[config.mk]
export PLATFORM = sky130hd
export DESIGN_NAME = dsa_step_controller
export DESIGN_NICKNAME = d
export VERILOG_FILES = /design/src/rtl/dsa_debug_pkg.sv /design/src/rtl/dsa_break_match.sv /design/src/rtl/dsa_step_controller.sv
export SDC_FILE = /design/constraint.sdc
export NUM_CORES = 1
export LEC_CHECK = 0
export ABC_AREA = 1
export BUFFER_PORTS_ARGS = -buffer_cell sky130_fd_sc_hd__buf_2
export CORE_MARGIN = 3
export CORE_UTILIZATION = 45
export DETAILED_ROUTE_END_ITERATION = 16
export GPL_TIMING_DRIVEN = 1
export HOLD_SLACK_MARGIN = 0.12
export MAX_ROUTING_LAYER = met4
export PLACE_DENSITY = 0.68
export SKIP_CTS_REPAIR_TIMING = 1
export SLEW_MARGIN = 0
export SYNTH_ARGS = -nofsm -noshare
export SYNTH_HDL_FRONTEND = slang
export SYNTH_SLANG_ARGS = --single-unit
[constraint.sdc]
create_clock -name clk -period 2.1 [get_ports clk]
set_input_delay 0.105 -clock clk [delete_from_list [all_inputs] [get_ports clk]]
set_output_delay 0.105 -clock clk [all_outputs]
set_load 0.01 [all_outputs]
[src/rtl/dsa_debug_pkg.sv]
// Shared types and constants for the DSA single-step / breakpoint controller.
// Optional feature macro: DSA_STEP_COORD_BREAK_EN (coordinate breakpoint, opcode 7).
package dsa_debug_pkg;

  localparam int DEFAULT_TIMEOUT_CYCLES = 1024;

  typedef enum logic [2:0] {
    FREE_RUN = 3'd0,
    HALTED   = 3'd1,
    STEPPING = 3'd2,
    RUN_BP   = 3'd3,
    ACK      = 3'd4
  } ctrl_state_e;

  typedef enum logic [2:0] {
    CMD_NOP          = 3'd0,
    CMD_ENABLE_STEP  = 3'd1,
    CMD_DISABLE_STEP = 3'd2,
    CMD_STEP_ONE     = 3'd3,
    CMD_STEP_N       = 3'd4,
    CMD_RUN_TO_BREAK = 3'd5,
    CMD_HALT         = 3'd6,
    CMD_SET_BP_X     = 3'd7
  } cmd_op_e;

  typedef struct packed {
    cmd_op_e     op;
    logic [15:0] arg;
  } cmd_req_t;

endpackage

[src/rtl/dsa_break_match.sv]
// Breakpoint comparator: observed FSM state vs latched breakpoint state, plus
// an output-coordinate match when DSA_STEP_COORD_BREAK_EN is defined.
module dsa_break_match import dsa_debug_pkg::*; #(
  parameter int STATE_WIDTH = 4
) (
  input  logic [STATE_WIDTH-1:0] obs,
  input  logic [STATE_WIDTH-1:0] bp_state,
`ifdef DSA_STEP_COORD_BREAK_EN
  input  logic                   coord_en,
  input  logic [15:0]            cur_x,
  input  logic [15:0]            cur_y,
  input  logic [15:0]            bp_x,
  input  logic [15:0]            bp_y,
`endif
  output logic                   hit
);

`ifdef DSA_STEP_COORD_BREAK_EN
  assign hit = (obs == bp_state) || (coord_en && ({cur_y, cur_x} == {bp_y, bp_x}));
`else
  assign hit = (obs == bp_state);
`endif

endmodule

[src/rtl/dsa_step_controller.sv]
// Host-driven single-step / run-to-breakpoint gate for the DSA state machines.
// Optional feature macro: DSA_STEP_COORD_BREAK_EN (coordinate breakpoint, opcode 7).
module dsa_step_controller import dsa_debug_pkg::*; #(
  parameter int STATE_WIDTH    = 4,
  parameter int TIMEOUT_CYCLES = DEFAULT_TIMEOUT_CYCLES,
  parameter int CNT_WIDTH      = 32
) (
  input  logic                   clk,
  input  logic                   rst_n,
  input  logic                   cmd_valid,
  output logic                   cmd_ready,
  input  logic [2:0]             cmd_op,
  input  logic [15:0]            cmd_arg,
  input  logic [STATE_WIDTH-1:0] fsm_state_seq,
  input  logic [STATE_WIDTH-1:0] fsm_state_simd,
  input  logic                   mode_simd,
  input  logic [15:0]            current_x,
  input  logic [15:0]            current_y,
  output logic                   dsa_advance,
  output logic                   capture_enable,
  output logic                   step_ack,
  output logic [CNT_WIDTH-1:0]   step_count,
  output logic                   busy,
  output logic                   timeout_flag
);

  localparam int TMO_W = (TIMEOUT_CYCLES > 1) ? $clog2(TIMEOUT_CYCLES) : 1;
  localparam logic [TMO_W-1:0] TMO_LAST = TMO_W'(TIMEOUT_CYCLES - 1);

  ctrl_state_e            ctrl_q, ctrl_d;
  logic [STATE_WIDTH-1:0] obs, prev_state_q, prev_state_d, bp_state_q, bp_state_d;
  logic [15:0]            remaining_q, remaining_d;
  logic [CNT_WIDTH-1:0]   step_count_q, step_count_d;
  logic [TMO_W-1:0]       tmo_q, tmo_d;
  logic                   timeout_flag_q, timeout_flag_d;
  cmd_req_t               req;
  logic                   cmd_acc, halt_acc, moved, tmo_hit, hit;

  assign obs      = mode_simd ? fsm_state_simd : fsm_state_seq;
  assign req.op   = cmd_op_e'(cmd_op);
  assign req.arg  = cmd_arg;
  // HALT is always accepted so the host can abort a running step.
  assign cmd_ready = !busy || (req.op == CMD_HALT);
  assign cmd_acc  = cmd_valid && cmd_ready;
  assign halt_acc = cmd_acc && (req.op == CMD_HALT);
  assign moved    = (obs != prev_state_q);
  assign tmo_hit  = (tmo_q == TMO_LAST);

  assign step_count   = step_count_q;
  assign timeout_flag = timeout_flag_q;

`ifdef DSA_STEP_COORD_BREAK_EN
  logic [15:0] bp_x_q, bp_x_d, bp_y_q, bp_y_d;
  logic        coord_en_q, coord_en_d;

  dsa_break_match #(.STATE_WIDTH(STATE_WIDTH)) u_match (
    .obs(obs), .bp_state(bp_state_q), .coord_en(coord_en_q),
    .cur_x(current_x), .cur_y(current_y), .bp_x(bp_x_q), .bp_y(bp_y_q), .hit(hit)
  );

  // Coordinate breakpoint registers: bp_x by SET_BP_X, bp_y by RUN_TO_BREAK with arg[15].
  always_comb begin
    bp_x_d     = bp_x_q;
    bp_y_d     = bp_y_q;
    coord_en_d = coord_en_q;
    if (cmd_acc && !busy && req.op == CMD_SET_BP_X) bp_x_d = req.arg;
    if (cmd_acc && ctrl_q == HALTED && req.op == CMD_RUN_TO_BREAK) begin
      coord_en_d = req.arg[15];
      if (req.arg[15]) bp_y_d = {1'b0, req.arg[14:0]};
    end
  end

  // Coordinate breakpoint flops.
  always_ff @(posedge clk) begin
    if (!rst_n) begin
      bp_x_q     <= '0;
      bp_y_q     <= '0;
      coord_en_q <= 1'b0;
    end else begin
      bp_x_q     <= bp_x_d;
      bp_y_q     <= bp_y_d;
      coord_en_q <= coord_en_d;
    end
  end
`else
  logic unused_coord;
  assign unused_coord = ^{current_x, current_y};

  dsa_break_match #(.STATE_WIDTH(STATE_WIDTH)) u_match (
    .obs(obs), .bp_state(bp_state_q), .hit(hit)
  );
`endif

  // Controller state register.
  always_ff @(posedge clk) begin
    if (!rst_n) ctrl_q <= FREE_RUN;
    else        ctrl_q <= ctrl_d;
  end

  // Next-state: host commands, step completion, timeout and HALT abort.
  always_comb begin
    ctrl_d = ctrl_q;
    case (ctrl_q)
      FREE_RUN: if (cmd_acc && req.op == CMD_ENABLE_STEP) ctrl_d = HALTED;
      HALTED: if (cmd_acc) begin
        case (req.op)
          CMD_STEP_ONE:     ctrl_d = STEPPING;
          CMD_STEP_N:       if (req.arg != '0) ctrl_d = STEPPING;
          CMD_RUN_TO_BREAK: ctrl_d = RUN_BP;
          CMD_DISABLE_STEP: ctrl_d = FREE_RUN;
          default:          ;
        endcase
      end
      STEPPING: begin
        if (halt_acc)             ctrl_d = HALTED;
        else if (moved || tmo_hit) ctrl_d = ACK;
      end
      RUN_BP: begin
        if (halt_acc) ctrl_d = HALTED;
        else if (hit) ctrl_d = ACK;
      end
      ACK: ctrl_d = (halt_acc || remaining_q <= 16'd1) ? HALTED : STEPPING;
      default: ctrl_d = FREE_RUN;
    endcase
  end

  // Outputs: advance gate, capture, ack pulse and busy decoded from controller state.
  always_comb begin
    dsa_advance    = 1'b0;
    capture_enable = 1'b1;
    step_ack       = 1'b0;
    busy           = 1'b0;
    case (ctrl_q)
      FREE_RUN: begin dsa_advance = 1'b1; capture_enable = 1'b0; end
      // Gate closes in the cycle right after a transition, so only one lands.
      STEPPING: begin dsa_advance = !moved; busy = 1'b1; end
      RUN_BP:   begin dsa_advance = !hit;   busy = 1'b1; end
      ACK:      begin step_ack = 1'b1;      busy = 1'b1; end
      default:  ;
    endcase
  end

  // Datapath next values: remaining steps, step counter, timeout tracking, breakpoint.
  always_comb begin
    prev_state_d   = obs;
    bp_state_d     = bp_state_q;
    remaining_d    = remaining_q;
    step_count_d   = step_count_q;
    timeout_flag_d = timeout_flag_q;
    tmo_d          = '0;
    case (ctrl_q)
      FREE_RUN: if (cmd_acc && req.op == CMD_ENABLE_STEP) begin
        step_count_d   = '0;
        timeout_flag_d = 1'b0;
      end
      HALTED: if (cmd_acc) begin
        case (req.op)
          CMD_STEP_ONE:     remaining_d = 16'd1;
          CMD_STEP_N:       remaining_d = req.arg;
          CMD_RUN_TO_BREAK: bp_state_d  = STATE_WIDTH'(req.arg[3:0]);
          default:          ;
        endcase
      end
      STEPPING: begin
        if (halt_acc) remaining_d = '0;
        else if (!moved) begin
          tmo_d = tmo_q + 1'b1;
          if (tmo_hit) timeout_flag_d = 1'b1;
        end
      end
      RUN_BP: if (halt_acc) remaining_d = '0;
      ACK: begin
        if (step_count_q != '1) step_count_d = step_count_q + 1'b1;
        remaining_d = (halt_acc || remaining_q == '0) ? '0 : remaining_q - 16'd1;
      end
      default: ;
    endcase
  end

  // Datapath flops.
  always_ff @(posedge clk) begin
    if (!rst_n) begin
      prev_state_q   <= '0;
      bp_state_q     <= '0;
      remaining_q    <= '0;
      step_count_q   <= '0;
      timeout_flag_q <= 1'b0;
      tmo_q          <= '0;
    end else begin
      prev_state_q   <= prev_state_d;
      bp_state_q     <= bp_state_d;
      remaining_q    <= remaining_d;
      step_count_q   <= step_count_d;
      timeout_flag_q <= timeout_flag_d;
      tmo_q          <= tmo_d;
    end
  end

endmodule

# Yosys cells after proc, flatten, opt, wreduce, memory -nomap -nowiden
# Index checks and enable logic that the tools add are counted.
[totals] n_memories=0 reg_bits=70 rom_bits=0 elab_cells=91 latch_bits=0 mem_bits_rw=0 out_inout_bits=38 inputBits=63
[classes] eq_ne=26 muxes=28 multipliers=0 div=0 shifts=0 n_reduce_logical=24 n_lt_le_gt_ge=1 n_bitwise=2 add_sub_neg=3
[op_table] operator="$mux W32" n=2
[op_table] operator="$pmux W32 S2" n=1
[op_table] operator="$mux W16" n=3
[op_table] operator="$pmux W16 S3" n=1
[op_table] operator="$add A32 B1 Y32 const B" n=1
[op_table] operator="$ne A32 B32 Y1 const B" n=1
[op_table] operator="$pmux W16 S2" n=1
[op_table] operator="$mux W3" n=7
[op_table] operator="$le A16 B1 Y1 const B" n=1
[op_table] operator="$logic_not A16 Y1" n=1
[op_table] operator="$reduce_bool A16 Y1" n=1
[op_table] operator="$sub A16 B1 Y16 const B" n=1
[op_table] operator="$pmux W3 S5" n=1
[op_table] operator="$eq A3 B2 Y1 const B" n=4
[op_table] operator="$eq A3 B3 Y1 const B" n=4
[op_table] operator="$ne A2 B2 Y1 const B" n=6
[op_table] operator="$ne A3 B3 Y1 const B" n=4
[op_table] operator="$pmux W3 S4" n=1
[op_table] operator="$add A10 B1 Y10 const B" n=1
[op_table] operator="$eq A10 B10 Y1 const B" n=1
[op_table] operator="$mux W1" n=7
[op_table] operator="$eq A3 B1 Y1 const B" n=2
[op_table] operator="$reduce_and A3 Y1" n=2
[op_table] operator="$reduce_and A6 Y1" n=1
[op_table] operator="other kinds (20)" n=29

# Longest topological paths before layout
# Gate-level depths: netlist of run 1.
[depth] ltp_word=10 mapped_depth=12 depth_no_buf=12

# Hierarchy
# From an unflattened synthesis of run 1, not the netlist that was laid out.
[hier_totals] cells_unflattened=794 hier_area_um2=4753.3
[modules_own_cells] mod="dsa_step_controller" instances=1 area_per_inst_um2=4687.0 seq_area_each_um2=1401.3 cells_per_inst=779
[modules_own_cells] mod="dsa_break_match" instances=1 area_per_inst_um2=66.3 seq_area_each_um2=0.0 cells_per_inst=15

# Least setup slack after synthesis of run 1
# OpenSTA, ideal clock, no wires.
[synth_timing] path_kind="reg-to-reg" startpoint="register step_count_q[0] (netlist: step_count[0])" endpoint="register step_count_q[21] (netlist: step_count[21])" synth_period_minus_slack_ns=1.837 stages_incl_launch_ff=12 setup_slack_ns=0.263 t_arrival_ns=1.704 t_required_ns=1.968 path_buffers=1 cell_sequence="dfxtp_1 ha_1 nand2_1 nor2_4 nand2_1 nor2_1 nand3_1 nand2_1 nor2_4 buf_4 nand2_1 a21oi_1"
[synth_between] elab_chain_len=3 elab_cells_between_ends=6 cone_classes="add/sub: 1; eq/ne: 2; mux: 2; reduce/logical: 1"
[synth_rtl] element="start, declared" line="dsa_step_controller.sv:33" source="logic [CNT_WIDTH-1:0] step_count_q, step_count_d;"
[synth_rtl] element="start signal, assigned" line="dsa_step_controller.sv:193" source="step_count_q <= step_count_d;"
[synth_rtl] element="$add A32 B1 Y32 / $ne A32 B32 Y1 (equally long branches)" line="dsa_step_controller.sv:173" source="if (step_count_q != '1) step_count_d = step_count_q + 1'b1;"
[synth_rtl] element="$mux W32 / $ne A2 B2 Y1 (equally long branches)"
[synth_rtl] element="$pmux W32 S2 / $reduce_and A3 Y1 (equally long branches)"
# Several ways; a longest one is shown, not always the timed one. The select of a mux whose other input is x is not followed.
# A chain may end at the register's enable or synchronous reset.

# Final worst setup path of run 1
[layout_timing] startpoint="register step_count_q[1] (netlist: step_count[1])" endpoint="register step_count_q[18] (netlist: step_count[18])"
# The elaborated chain is that of the path after synthesis.

==> results of run 1 <==
-- sequential cells by signal, summed over array words and instances, names as in the netlist --
signal and count:
remaining_q 16, timeout_flag 1, prev_state_q 4, step_count 32, bp_state_q 4, ctrl_q 3, tmo_q 10
-- Yosys cell counts, drive strengths merged (4+ instances only) --
cell	n
xor2	14
a21oi	67
buf	8
xnor2	6
nand2	230
nand3b	6
or2	9
nor2	146
nand3	71
inv	72
ha	4
nor3	8
clkbuf	9
nand4	5
o21ai	23
dfxtp	70
-- critical path, cell delays in order, from the launching register on --
cell and delay (ps):
dfxtp_2 380, ha_2 210, nand2_1 130, nor2_4 200, nand2_1 130, nor2_2 180, nand3_2 120, nand3_4 140
clkbuf_16 200, nand2_1 60, a21oi_1 150
-- cell families after synthesis --
logic type                 Yosys count  synth area share, %
buffers and inverters               89                8.252
DFF                                 70                30.91
xor gates and xnor gates            20                3.864
adders and majority gates            4                1.104
AOI/OAI and AO/OA                   98                11.18
and+or+nand+nor                    478                44.69
-- routing by layer --
metal  up-vias  GRT usage (%)  wire length, um
met5         -              -                0
met4         0          9.343              291
met3        20          2.975              676
met2       140          39.46             6343
met1      2306          27.80             5735
li1       2618              -                -
-- area by class of cell --
type | count | area, sq um
fill | 1022 | 4299
multi-input combinational | 600 | 2778
sequential | 70 | 1403
timing repair buffer | 101 | 658.1
inverter | 72 | 270.3
tap | 133 | 166.4
clock buffer | 12 | 155.1
clock inverter | 4 | 45.04
-- through the flow --
stage                     setup slack [ps]  util, %  power (mW)  cell area (sq um)
after global routing                -27.66    56.02       5.859               5475
after floorplan                      263.4        -       3.651               4533
final                                135.0    56.02       5.454               5475
after detailed placement             110.2    51.70       4.154               5054
after CTS                            80.61    53.75       5.317               5254
after global placement               166.5    51.70       4.098               5054
-- worst max-delay path by stage --
stage | endpoint | slack [ps]
CTS | step_count[13] | 80
floorplan | step_count[21] | 260
finish | step_count[18] | 140
global placement | step_count[20] | 170
global route | step_count[5] | -30
detailed placement | step_count[20] | 110
-- power groups by stage --
stage	Combinational [mW]	Clock [mW]	Sequential (mW)
after global placement	2.37	0	1.73
after CTS	2.44	1.16	1.71
after global routing	2.90	1.22	1.75
after detailed placement	2.41	0	1.74
after floorplan	1.96	0	1.69
final	2.60	1.14	1.72
==> impl_metrics.csv, run 1 <==
group,metric,value,unit
status,run_status,"finished clean",
sta,finalClockSkew,11.31,ps
power,maximum_resistive_drop_on_vdd,854.7,uV
drt,vias,5084,
global_routing,via_count_of_the_first_global_routing_pass,4599,
yosys,postSynthNetCount,826,
final_layout,area_growth_syn_to_fin,20.78,%
yosys,post-synth-top-area-fraction,30.91,%
setup_path,setup.worst_path.class,"reg -> reg",
drt,via_per_inst,5.125,
yosys,mappedNetlistArea,0.004533,sq mm
drt,drc,0,
global_routing,grt_usage,23.19,%
placement,post-dp-hpwl,9.403,mm
power,pwr_density_cell,996.0,mW/mm^2
setup_path,arrival,2250,ps
floorplan,die_width,106.4,um
final_layout,antenna_cells_inserted,0,
sta,min_period_over_period,93.57,%
setup_path,timing.reg2reg.worst_path_depth,10,
sta,maxSlewHeadroom,58.75,%
cts,cts_htree_levels,3,
drt,postRouteAntennaNets,0,
setup_path,worst_r2r_startpoint,"step_count[1]",
power,leakage,2.291,nW
sta,period_minus_slack,1965,ps
worst_hold_path,min_delay_path_depth,3,
setup_path,worst-endpoint-required,2390,ps
worst_hold_path,hold_path_end,"remaining_q[5]",
final_layout,design.final.nets,921,
final_layout,finalNonFillerCells,992,
floorplan,chipHeight,106.4,um
sta,timing.final.setup_violations,0,
setup_path,timing.critical_path.from,"step_count[1]",
drt,wl_per_cell,13.15,um
yosys,number_of_synthesized_flops_with_an_enable_pin,0,
yosys,yosysSeqAreaShare,30.91,%
floorplan,initial_core_util,46.38,%
sta,hold_violations,0,
setup_path,startpoint_class_of_the_critical_path,"flop",
setup_path,crit_path_end_kind,"flop",
power,seq_power_share,31.5,%
drt,drt_pass1_iterations,5,
sta,setup-tns-final,0,ps
drt,detail_route.iter0.violations,237,
placement,placed_cells,957,
power,switching_share,44.06,%
floorplan,floorplan.rows,36,
yosys,synthesis.instances,759,
floorplan,top_level_ports,101,
power,power_switching,2.403,mW
power,share_comb_of_total_power,47.6,%
sta,final.hold.worst_slack,76.02,ps
yosys,yosysUniqueCellTypes,33,
yosys,synthArstFlopShare,0,%
setup_path,cp_max_fo,16,
floorplan,coreArea,0.009774,sq mm
yosys,postSynthRegisterBits,70,
yosys,synthesis.area_per_instance,5.972,sq um
setup_path,worst_r2r_endpoint,"step_count[18]",
placement,gp_congestion,0.9727,
drt,routed_wl,13.05,mm
final_layout,fraction_of_layout_cells_with_a_size_suffix_above_1,15.48,%
global_routing,grt_overflow_total,0,
floorplan,dieArea,0.01131,sq mm
yosys,synth_top_area_cell,"dfxtp_1",
global_routing,grt_max_degree,33,
sta,clock.fmax,0.5089,GHz
sta,drv_slew,0,
yosys,ys_warn_count,0,
yosys,netlist_top_cells_area,"dfxtp_1 31%, nand2_1 19%, nor2_1 12%",
cts,cts-root-buf,"clkbuf_8",
cts,tritoncts,"built",
final_layout,mostFrequentLayoutCell,"nand2_1",
cts,cts_buffer_depth,2,
worst_hold_path,timing.hold.worst.class,"in -> reg",
sta,worstMarginPinSlew,618.1,ps
power,power_report.internal_total,3.051,mW
cts,cts.clk_slew.worst_paths,80,ps
global_routing,wire_length_of_the_first_global_routing_pass,20.96,mm
global_routing,antenna_violations_before_repair,0,
cts,numCtsBuffers,9,
cts,clock_sink_count,70,
yosys,ys_flop_type,"dfxtp_1",
worst_hold_path,worst_hold_startpoint,"cmd_arg[5]",
cts,clock_insertion_delay_worst_skew,360,ps
setup_path,regToRegSetupSlack,140,ps
placement,portBuffers,68,
run,cap_viol_max_count,0,
power,clk_pwr_share,20.9,%
final_layout,mostFrequentLayoutCells,"224 x nand2_1, 138 x nor2_1, 69 x dfxtp_1",
Power figures use the tool's default switching activity.
==> run 2: changes to the inputs <==
--- a/config.mk
+++ b/config.mk
@@ -5,15 +5,13 @@
 export SDC_FILE = /design/constraint.sdc
 export NUM_CORES = 1
 export LEC_CHECK = 0
-export ABC_AREA = 1
 export BUFFER_PORTS_ARGS = -buffer_cell sky130_fd_sc_hd__buf_2
 export CORE_MARGIN = 3
 export CORE_UTILIZATION = 45
 export DETAILED_ROUTE_END_ITERATION = 16
 export GPL_TIMING_DRIVEN = 1
-export HOLD_SLACK_MARGIN = 0.12
 export MAX_ROUTING_LAYER = met4
-export PLACE_DENSITY = 0.68
+export PLACE_DENSITY = 0.69
 export SKIP_CTS_REPAIR_TIMING = 1
 export SLEW_MARGIN = 0
 export SYNTH_ARGS = -nofsm -noshare
==> run 2 against run 1 <==
  * The run now ends with negative setup slack left
  * Hold slack worse by 61 ps
  * Total power is 27% lower
  * Clock skew fell by 6.8 ps
  * Die area fell by 12%
  * Critical path depth is 4 lower
  * Flip-flop and latch count did not move
==> impl_metrics.csv, run 2 <==
group,metric,value,unit
setup_path,worst-endpoint-required,2400,ps
global_routing,antenna_violations_before_repair,0,
yosys,postSynthNetCount,559,
floorplan,die_width,100.1,um
sta,rsz0062_at_grt,"yes",
floorplan,top_level_ports,101,
sta,timing.final.setup_violations,20,
global_routing,grt_max_degree,29,
final_layout,antenna_cells_inserted,0,
yosys,synthesis.instances,492,
placement,placed_cells,713,
power,switching_share,33.58,%
power,pwr_density_cell,701.3,mW/mm^2
yosys,postSynthRegisterBits,70,
sta,maxSlewHeadroom,59.70,%
yosys,mappedNetlistArea,0.003981,sq mm
final_layout,final_cell_area,0.005647,sq mm
drt,drt_pass1_iterations,4,
floorplan,coreArea,0.008423,sq mm
drt,drc,0,
drt,vias,4432,
sta,layout_setup_ws,-167.2,ps
final_layout,multi_input_area,0.002721,sq mm
sta,hold_violations,0,
placement,post-dp-hpwl,8.511,mm
sta,min_period_over_period,108.0,%
status,run_status,"finished with violations",
setup_path,cp_max_fo,6,
power,leakage,2.162,nW
drt,postRouteAntennaNets,0,
sta,period_minus_slack,2267,ps
global_routing,grt_usage,23.97,%
drt,via_per_inst,5.973,
drt,detail_route.iter0.violations,175,
yosys,ys_warn_count,0,
yosys,synthesis.area_per_instance,8.092,sq um
sta,setup-tns-final,-1358,ps
floorplan,dieArea,0.01001,sq mm
status,violations,"negative setup slack",
yosys,netlist_top_cells_area,"dfxtp_1 35%, nand2_1 4.3%, a21oi_1 4.3%",
final_layout,design.final.nets,699,
placement,detailed_place.area,0.004985,sq mm
cts,cts.clk_slew.worst_paths,80,ps
final_layout,largest_register_ffs,32,
run,cap_viol_max_count,0,
sta,clock.fmax,0.4411,GHz
floorplan,floorplan.rows,33,
worst_hold_path,timing.hold.worst.class,"in -> reg",
global_routing,via_count_of_the_first_global_routing_pass,4206,
power,maximum_resistive_drop_on_vdd,384.4,uV
drt,wl_per_cell,16.36,um
power,seq_power_share,34.9,%
yosys,number_of_synthesized_flops_with_an_enable_pin,0,
yosys,synthArstFlopShare,0,%
setup_path,arrival,2560,ps
sta,drv_slew,0,
yosys,yosysSeqAreaShare,35.20,%
cts,clock_sink_count,70,
final_layout,mostFrequentLayoutCell,"buf_4",
power,clk_pwr_share,32.4,%
final_layout,area_growth_syn_to_fin,41.83,%
cts,numCtsBuffers,9,
final_layout,layout.filler_cells,698,
sta,finalClockSkew,4.485,ps
drt,routed_wl,12.14,mm
placement,gp_congestion,0.9551,
yosys,post-synth-top-count-cell,"dfxtp_1",
floorplan,chipHeight,100.1,um
yosys,post-synth-top-area-fraction,35.20,%
yosys,most_frequent_cells_after_synthesis,"70 x dfxtp_1, 46 x nand2_1, 34 x a21oi_1, 31 x nor2_1, 26 x o21ai_0",
power,power_switching,1.330,mW
final_layout,finalNonFillerCells,742,
sta,worstMarginPinSlew,599.9,ps
final_layout,fraction_of_layout_cells_with_a_size_suffix_above_1,38.62,%
yosys,yosysUniqueCellTypes,61,
floorplan,initial_core_util,47.27,%
power,power_report.internal_total,2.630,mW
cts,cts_buffer_depth,2,
cts,cts_htree_levels,3,
yosys,ys_flop_type,"dfxtp_1",
final_layout,layout.area.seq,0.001430,sq mm
setup_path,startpoint_class_of_the_critical_path,"flop",
global_routing,grt_overflow_total,0,
global_routing,wire_length_of_the_first_global_routing_pass,19.21,mm
setup_path,setup.worst_path.class,"reg -> reg",
yosys,synth_top_area_cell,"dfxtp_1",
sta,final.hold.worst_slack,14.67,ps
placement,portBuffers,68,
cts,clock_insertion_delay_worst_skew,360,ps
setup_path,crit_path_end_kind,"flop",
final_layout,finish.utilization,67.04,%
cts,cts-root-buf,"clkbuf_8",
power,share_comb_of_total_power,32.7,%
cts,tritoncts,"built",
final_layout,mostFrequentLayoutCells,"79 x buf_4, 68 x buf_2, 55 x dfxtp_1",
-- run 2: changes by cell type after synthesis, sizes merged, moves of 9 or more --
| cell | previous run | this run |
|---|---|---|
| a21boi | 0 | 10 |
| a21oi | 67 | 34 |
| a32o | 0 | 9 |
| clkbuf | 9 | 20 |
| inv | 72 | 14 |
| nand2 | 230 | 46 |
| nand3 | 71 | 20 |
| nor2 | 146 | 31 |
| nor3 | 8 | 17 |
| nor4 | 1 | 13 |
| o21ai | 23 | 33 |
| o31ai | 0 | 13 |
| or3 | 0 | 12 |
| or4 | 0 | 22 |
-- run 2: routing by layer --
metal	part of all wire [%]	vias up	GRT usage (%)
met5	0	-	-
met4	2.0	0	7.047
met3	6.5	25	4.726
met2	49	170	39.66
met1	42	2090	29.75
li1	-	2147	-
-- run 2: power groups by stage --
stage          clock, mW  combinational (mW)  sequential (mW)
3_5_place_dp           0                1.07             1.41
4_1_cts             1.30                1.09             1.38
3_3_place_gp           0                1.06             1.41
2_1_floorplan          0               0.725             1.41
6_report            1.28                1.29             1.38
5_1_grt             1.36                1.40             1.38
-- run 2: cell type report --
cell class / instances / share of cell area, %
flip-flops and latches: 70 / 25.33
well taps: 105 / 2.327
clock inverters: 7 / 1.795
repair buffers: 157 / 19.23
inverters: 14 / 0.9306
clock buffers: 9 / 2.194
multi-input cells: 380 / 48.19
-- run 2: worst paths after layout --
path	from	to	cells after the start	slack, ps
setup reg to reg	step_count[0]	step_count[28]	6	-170
setup / recovery	step_count[0]	step_count[28]	6	-170
hold reg to reg	tmo_q[0]	tmo_q[0]	1	480
hold / removal	cmd_arg[0]	bp_state_q[0]	3	10
-- run 2: critical path, stage by stage (launching register included) --
cell     delay (ps)
dfxtp_2         360
ha_4            150
nand2_2          50
or4_4           540
or4_4           490
or4_4           450
a21oi_2         160
-- run 2: cell families (layout without fill, tap and decap cells) --
logic type | count (synthesis) | in the layout | synth area share [%]
xor gates and xnor gates | 18 | 18 | 3.960
AOI/OAI and AO/OA | 141 | 141 | 24.26
and+or+nand+nor | 213 | 213 | 29.51
muxes | 4 | 4 | 1.006
DFF | 70 | 70 | 35.20
adders and majority gates | 4 | 4 | 1.257
buffers and inverters | 42 | 187 | 4.808
-- run 2: metrics by stage --
stage / setup WS, ps / power, mW
final: -167.2 / 3.960
after CTS: -114.7 / 3.761
after global placement: -33.21 / 2.464
after floorplan: -22.61 / 2.135
after global routing: -233.0 / 4.145
after detailed placement: -65.48 / 2.482
==> run 3: changes to the inputs <==
--- a/config.mk
+++ b/config.mk
@@ -11,7 +11,7 @@
 export DETAILED_ROUTE_END_ITERATION = 16
 export GPL_TIMING_DRIVEN = 1
 export MAX_ROUTING_LAYER = met4
-export PLACE_DENSITY = 0.69
+export PLACE_DENSITY = 0.75
 export SKIP_CTS_REPAIR_TIMING = 1
 export SLEW_MARGIN = 0
 export SYNTH_ARGS = -nofsm -noshare
==> run 3 against run 2 <==
  * The run still ends with negative setup slack left
  * Critical path depth is 1 higher
  * Clock power is 16% lower
  * Flip-flop and latch count stayed put
  * Total power is 5.1% lower
  * Maximum frequency is 4.0% higher
  * Critical path type unchanged
==> impl_metrics.csv, run 3 (synthesis gave the netlist of run 2 again) <==
group,metric,value,unit
cts,cts_buffer_depth,2,
setup_path,regToRegSetupSlack,-80,ps
floorplan,coreArea,0.008423,sq mm
power,pwr_density_cell,662.8,mW/mm^2
floorplan,floorplan.rows,33,
final_layout,final_cell_area,0.005672,sq mm
cts,cts.clk_slew.worst_paths,80,ps
setup_path,setup.worst_path.class,"reg -> reg",
status,violations,"negative setup slack",
worst_hold_path,worst_hold_startpoint,"cmd_arg[0]",
sta,setup-tns-final,-828.5,ps
drt,vias,4525,
drt,postRouteAntennaNets,0,
placement,portBuffers,68,
floorplan,top_level_ports,101,
final_layout,fraction_of_layout_cells_with_a_size_suffix_above_1,39.59,%
cts,clock_sink_count,70,
floorplan,initial_core_util,47.27,%
final_layout,largest_register_ffs,32,
global_routing,via_count_of_the_first_global_routing_pass,4059,
placement,detailed_place.area,0.005022,sq mm
final_layout,design.final.nets,701,
sta,finalClockSkew,11.42,ps
drt,via_per_inst,6.082,
sta,clock.fmax,0.4586,GHz
placement,post-dp-hpwl,8.340,mm
drt,drt_pass1_iterations,5,
sta,hold_violations,0,
floorplan,dieArea,0.01001,sq mm
setup_path,timing.reg2reg.worst_path_depth,7,
power,leakage,2.188,nW
final_layout,layout.filler_cells,681,
placement,dpl_worst_slack,-98.52,ps
sta,rsz0062_at_grt,"yes",
worst_hold_path,hold_path_end,"bp_state_q[0]",
sta,period_minus_slack,2181,ps
sta,drv_slew,0,
sta,timing.final.setup_violations,24,
setup_path,crit_path_end_kind,"flop",
final_layout,mostFrequentLayoutCell,"buf_4",
final_layout,area_growth_syn_to_fin,42.46,%
global_routing,wire_length_of_the_first_global_routing_pass,18.50,mm
sta,maxSlewHeadroom,65.80,%
setup_path,worst_r2r_startpoint,"ctrl_q[1]",
final_layout,antenna_cells_inserted,0,
global_routing,antenna_violations_before_repair,0,
floorplan,die_width,100.1,um
worst_hold_path,timing.hold.worst.class,"in -> reg",
cts,numCtsBuffers,9,
drt,drc,0,
cts,cts-root-buf,"clkbuf_8",
cts,cts_htree_levels,3,
drt,wl_per_cell,16.34,um
setup_path,cp_max_fo,8,
global_routing,grt_overflow_total,0,
final_layout,mostFrequentLayoutCells,"79 x buf_4, 68 x buf_2, 56 x dfxtp_1",
drt,routed_wl,12.15,mm
sta,layout_setup_ws,-80.63,ps
cts,clock_insertion_delay_worst_skew,360,ps
worst_hold_path,min_delay_path_depth,3,
drt,detail_route.iter0.violations,183,
setup_path,worst-endpoint-required,2380,ps
power,maximum_resistive_drop_on_vdd,562.5,uV
setup_path,startpoint_class_of_the_critical_path,"flop",
final_layout,finish.utilization,67.34,%
setup_path,arrival,2460,ps
setup_path,worst_r2r_endpoint,"step_count[10]",
placement,gp_congestion,0.9002,
cts,tritoncts,"built",
status,run_status,"finished with violations",
run,cap_viol_max_count,0,
global_routing,grt_max_degree,29,
sta,worstMarginPinSlew,508.3,ps
floorplan,chipHeight,100.1,um
sta,min_period_over_period,103.8,%
global_routing,grt_usage,23.19,%
-- run 3: final cells by class --
class                      instances  area, sq um  share of cell area, %
clock buffer                      12        166.4                  2.934
clock inverter                     4        28.78                 0.5074
inverter                          14        52.55                 0.9265
multi-input combinational        381         2766                  48.78
sequential                        70         1429                  25.19
tap                              105        131.4                  2.316
timing repair buffer             158         1097                  19.35
-- run 3: how the worst max path moves through the flow --
stage	start	endpoint	slack (ps)	cells past startpoint
after floorplan	remaining_q[5]	remaining_q[12]	-20	7
after global placement	step_count[5]	step_count[17]	-70	6
after detailed placement	step_count[5]	step_count[17]	-100	6
after CTS	step_count[5]	step_count[17]	-120	6
after global routing	step_count[2]	step_count[26]	-130	5
final	ctrl_q[1]	step_count[10]	-80	7
-- run 3: critical path: stages (launching register included) --
cell and delay, ps:
dfxtp_2 320, or3b_4 390, or3_4 380, o41ai_4 390, buf_6 220, clkbuf_16 180, o21ai_4 60, a21oi_2 160
-- run 3: stage by stage --
stage	power (mW)	hold slack, ps	std cells
6_report	3.759	11.31	744
5_1_grt	3.922	31.34	744
4_1_cts	3.539	0.3302	734
3_5_place_dp	2.482	387.5	718
3_3_place_gp	2.458	381.6	718
2_1_floorplan	2.135	249.9	492
-- run 3: report_power, final --
part	switching [mW]	total (mW)	internal (mW)	leakage (nW)
registers	0.0209	1.38	1.36	0.573
logic	0.736	1.31	0.570	1.52
clock network	0.537	1.07	0.533	0.0937
total	1.29	3.76	2.47	2.19
-- run 3: per-layer routing --
layer | wire length [um] | GRT usage (%)
met5 | 0 | -
met4 | 228 | 6.943
met3 | 906 | 5.351
met2 | 5981 | 38.17
met1 | 5037 | 28.44
